--- src/rtl/stream_source.sv ---
// stb/ack word source: emits COUNT words (arithmetic START + k*STEP, or an LFSR
// sequence when STREAM_SOURCE_LFSR_EN is defined) with GAP idle cycles between words.
module stream_source #(
   parameter logic [15:0] COUNT = 16'd16,
   parameter logic [15:0] START = 16'h0000,
   parameter logic [15:0] STEP  = 16'h0001,
   parameter logic [15:0] GAP   = 16'd0
) (
   input  logic        clk,
   input  logic        rst,
   input  logic        start,
   output logic [15:0] output_out,
   output logic        output_out_stb,
   input  logic        output_out_ack,
   output logic        busy,
   output logic        done,
   output logic [15:0] words_sent,
   output logic [1:0]  state_dbg
);

   typedef enum logic [1:0] {
      IDLE    = 2'd0,
      PRESENT = 2'd1,
      WAIT    = 2'd2,
      DONE    = 2'd3
   } state_t;

   state_t      state;
   logic [15:0] gap_cnt;
   logic [15:0] next_word;

`ifdef STREAM_SOURCE_LFSR_EN
   // An all-zero seed would lock the LFSR, so it is promoted to 1.
   localparam logic [15:0] FIRST = (START == 16'h0000) ? 16'h0001 : START;

   assign next_word = {output_out[14:0],
                       output_out[15] ^ output_out[13] ^ output_out[12] ^ output_out[10]};
`else
   localparam logic [15:0] FIRST = START;

   assign next_word = output_out + STEP;
`endif

   assign state_dbg = state;

   // Handshake: a word transfers on a rising edge where output_out_stb and
   // output_out_ack are both high; stb/data stay frozen until then, and ack is
   // only looked at in PRESENT, so a permanently high ack is legal.
   always_ff @(posedge clk) begin
      if (rst) begin
         state          <= IDLE;
         output_out     <= 16'h0000;
         output_out_stb <= 1'b0;
         busy           <= 1'b0;
         done           <= 1'b0;
         words_sent     <= 16'd0;
         gap_cnt        <= 16'd0;
      end else begin
         case (state)
            IDLE, DONE: begin
               if (start) begin
                  words_sent <= 16'd0;
                  done       <= 1'b0;
                  output_out <= FIRST;
                  if (COUNT == 16'd0) begin
                     state <= DONE;
                     done  <= 1'b1;
                  end else begin
                     state          <= PRESENT;
                     output_out_stb <= 1'b1;
                     busy           <= 1'b1;
                  end
               end
            end
            PRESENT: begin
               if (output_out_ack) begin
                  output_out_stb <= 1'b0;
                  words_sent     <= words_sent + 16'd1;
                  output_out     <= next_word;
                  if (words_sent + 16'd1 == COUNT) begin
                     state <= DONE;
                     done  <= 1'b1;
                     busy  <= 1'b0;
                  end else begin
                     state   <= WAIT;
                     gap_cnt <= GAP;
                  end
               end
            end
            WAIT: begin
               if (gap_cnt == 16'd0) begin
                  state          <= PRESENT;
                  output_out_stb <= 1'b1;
               end else begin
                  gap_cnt <= gap_cnt - 16'd1;
               end
            end
            default: begin
               state          <= IDLE;
               output_out_stb <= 1'b0;
               busy           <= 1'b0;
            end
         endcase
      end
   end

endmodule

--- config.mk ---
export PLATFORM = sky130hd
export DESIGN_NAME = stream_source
export DESIGN_NICKNAME = d
export VERILOG_FILES = /design/src/rtl/stream_source.sv
export SDC_FILE = /design/constraint.sdc
export NUM_CORES = 1
export LEC_CHECK = 0
export CORE_MARGIN = 8
export CORE_UTILIZATION = 40
export DETAILED_ROUTE_END_ITERATION = 16
export GPL_TIMING_DRIVEN = 0
export PLACE_DENSITY_LB_ADDON = 0.15
export SETUP_SLACK_MARGIN = 0.15
export SLEW_MARGIN = 20
export SYNTH_ARGS = -nofsm -noshare
export SYNTH_HDL_FRONTEND = slang
export SYNTH_SLANG_ARGS = --single-unit
--- constraint.sdc ---
create_clock -name clk -period 3.6 [get_ports clk]
set_input_delay 0.72 -clock clk [delete_from_list [all_inputs] [get_ports clk]]
set_output_delay 0.72 -clock clk [all_outputs]
set_load 0.01 [all_outputs]
==> results.json <==
{
  "yosysSeqAreaShare_pct": 34.95,
  "clk_pin_slew_worst_paths_ns": 0.10,
  "syn_nets": 381,
  "regToRegSetupSlack_ns": 0.47,
  "fin_ws_ns": 0.4672,
  "hp-class": "flip-flop to flip-flop",
  "synth-edff-count": 0,
  "maxCapViolCount": 0,
  "cts_made_buffers": 5,
  "final_util_pct": 50.00,
  "yosysMostFrequentCell": "dfxtp_1",
  "antenna_found_initial": 0,
  "antenna_cells": 0,
  "clkLatencyLatePin_ns": 0.31,
  "worstHoldEndpoint": "words_sent[15]",
  "grt-ovfl-total": 0,
  "path_class": "flip-flop to flip-flop",
  "yosysWarnings": 0,
  "finalSetupViolations": 0,
  "layout-drive-gt1-share_pct": 9.592,
  "hold_viol": 0,
  "clk_path_buf_depth": 2,
  "ant_nets": 0,
  "r2r_end": "gap_cnt[4]",
  "ios": 41,
  "maxSlewViolCount": 0,
  "reg2reg_from": "words_sent[0]",
  "min_period_ns": 3.133,
  "cts.sinks": 53,
  "crit_chain": "ha_1, nand4_1, nor4_1, xnor2_1, nand4_1, nor4_1, o211ai_1, o31ai_1",
  "skew_ns": 0.006888,
  "synth_top_cells_by_count": "53 x dfxtp_1, 49 x nor2_1, 39 x nand2_1, 22 x a21oi_1",
  "cp-start-kind": "flip-flop",
  "synth_area_mm2": 0.003035,
  "critPathCaptureType": "flip-flop",
  "slowest_stage": "nor4_1",
  "drt-vias-per-instance": 5.607,
  "r2r_cells": 8,
  "post-route-period-util_pct": 87.02,
  "fmax_mhz": 319.2,
  "netlist-cell-type-count": 66,
  "core-area_mm2": 0.007292,
  "post-route-drc-count": 0,
  "drt-initial-drc-count": 113,
  "dp_slack_ns": 0.5654,
  "dp_hpwl_um": 5761,
  "grt_pass1_wl_um": 13490,
  "worst_slew_pin_slew_ns": 0.9060,
  "synth.area.top_cells": "dfxtp_1 35%, nor2_1 6.1%, nand2_1 4.8%",
  "start_util_pct": 41.63,
  "dieArea_mm2": 0.01063,
  "hold_ws_ns": 0.4919,
  "grt_pass1_vias": 2780,
  "max_stage_delay_ns": 0.69,
  "ys_ff_latch": 53,
  "critPathBufInv": 0,
  "hp-start": "words_sent[15]",
  "ir_worst_vdd_v": 0.0001617,
  "wirelength_um": 8055,
  "cts_resized": 0,
  "leakagePower_uw": 0.001362,
  "hold_buffers": 0,
  "portBuffers": 39,
  "min_path_cells": 2,
  "grt_max_degree": 17,
  "critPathMaxFanout": 9,
  "cts_tree": "yes",
  "syn_inst": 370,
  "placed_cells": 508,
  "syn2layout_area_growth_pct": 20.12,
  "dr.pass1.iters": 4,
  "routedWlPerCell_um": 15.61,
  "rsz0062_at_grt": "false",
  "fp.dieH_um": 103.1,
  "synth_top_area_share_pct": 34.95,
  "synth_ff_type": "dfxtp_1",
  "gp_congestion": 0.8421,
  "finalSetupTns_ns": 0,
  "cts_max_level": 2,
  "worstPathRequired_ns": 3.83,
  "vias": 2893,
  "final_cells": 516,
  "postCtsSetupBuffers": 0,
  "synthArstFlopShare_pct": 0,
  "power_density_mw_per_mm2": 363.9,
  "dieWidth_um": 103.1,
  "rows": 31,
  "maxSlewHeadroom_pct": 39.05,
  "fin_nets": 427,
  "syn_avg_cell_area_um2": 8.204,
  "grt_util_all_layers_pct": 15.86,
  "yosysTopAreaCell": "dfxtp_1",
  "status": "complete, no violations",
  "critPathTopFamily": "simple AND/OR/NAND/NOR gates",
  "cp.arrival_ns": 3.37,
  "cts_root_buffer": "clkbuf_8"
}
[worst register-to-register path: stages (launching register included)]
cell	delay, ns
dfxtp_1	0.53
ha_1	0.34
nand4_1	0.19
nor4_1	0.55
xnor2_1	0.18
nand4_1	0.24
nor4_1	0.69
o211ai_1	0.23
o31ai_1	0.11
[logic make-up (layout without fill, tap and decap cells)]
family                     after synthesis  in the layout  synth area share [%]
and+or+nand+nor                        159            159                 26.22
AOI/OAI and AO/OA                       99             99                 25.23
buffers and inverters                   32             79                 4.781
DFF                                     53             53                 34.95
muxes                                    4              4                 1.319
xor gates and xnor gates                16             16                 4.617
adders and majority gates                7              7                 2.885
[cell type report]
| class | count | area [µm²] |
|---|---|---|
| Timing Repair Buffer | 39 | 390.4 |
| Fill cell | 755 | 3646 |
| Buffer | 18 | 92.59 |
| Inverter | 14 | 52.55 |
| Multi-Input combinational cell | 285 | 1829 |
| Clock inverter | 2 | 13.76 |
| Clock buffer | 6 | 82.58 |
| Tap cell | 99 | 123.9 |
| Sequential cell | 53 | 1061 |
[layout by cell type, fill, tap and decap left out, drive strengths merged, types with 2 or more instances in the layout]
master         netlist  layout
dfxtp               53      53
nor2                49      49
nand2               39      39
clkdlybuf4s50        0      39
a21oi               22      22
o21ai               19      19
nand3               15      15
clkbuf               9      15
inv                 13      13
nor3                13      13
xor2                11      11
buf                  9       9
and3                 8       8
ha                   7       7
or3                  7       7
nand4                7       7
o31ai                7       7
nand2b               6       6
xnor2                5       5
nor4                 5       5
o211ai               5       5
o32ai                5       5
a22oi                4       4
a311oi               4       4
a211oi               4       4
mux2i                4       4
a31oi                3       3
or2                  3       3
o311ai               3       3
a31o                 3       3
and4                 3       3
a21boi               3       3
a221oi               3       3
o22ai                3       3
clkinv               1       3
o211a                2       2
or4b                 2       2
[sequential cells by signal (all words and copies together) (netlist names)]
| register | flops |
|---|---|
| state_dbg | 2 |
| busy | 1 |
| gap_cnt | 16 |
| done | 1 |
| output_out_stb | 1 |
| output_out | 16 |
| words_sent | 16 |
[worst max path at each step]
stage	start	endpoint	slack (ns)	cells after the start
after floorplan	words_sent[0]	gap_cnt[2]	0.95	9
after global placement	words_sent[0]	gap_cnt[4]	0.54	8
after detailed placement	words_sent[0]	gap_cnt[4]	0.57	8
after CTS	words_sent[0]	gap_cnt[4]	0.53	8
after global routing	words_sent[0]	gap_cnt[4]	0.26	8
final	words_sent[0]	gap_cnt[4]	0.47	8
[report_power, final]
| group | switching [µW] | internal (µW) |
|---|---|---|
| clock | 207 | 157 |
| sequential | 15.1 | 601 |
| combinational | 239 | 108 |
[per-stage QoR]
step / power, µW / area (µm²)
2_1_floorplan: 859.8 / 3035
3_3_place_gp: 974.6 / 3550
3_5_place_dp: 975.0 / 3550
4_1_cts: 1339 / 3646
5_1_grt: 1404 / 3646
6_report: 1327 / 3646
[layer usage]
metal / GRT usage [%] / vias to the layer above / part of all wire [%]
li1: - / 1448 / -
met1: 20.81 / 1378 / 49
met2: 25.51 / 61 / 46
met3: 3.646 / 6 / 4.8
met4: 4.004 / 0 / 0.78
met5: 0 / - / 0
No activity file was read; power rests on OpenSTA's default activity.
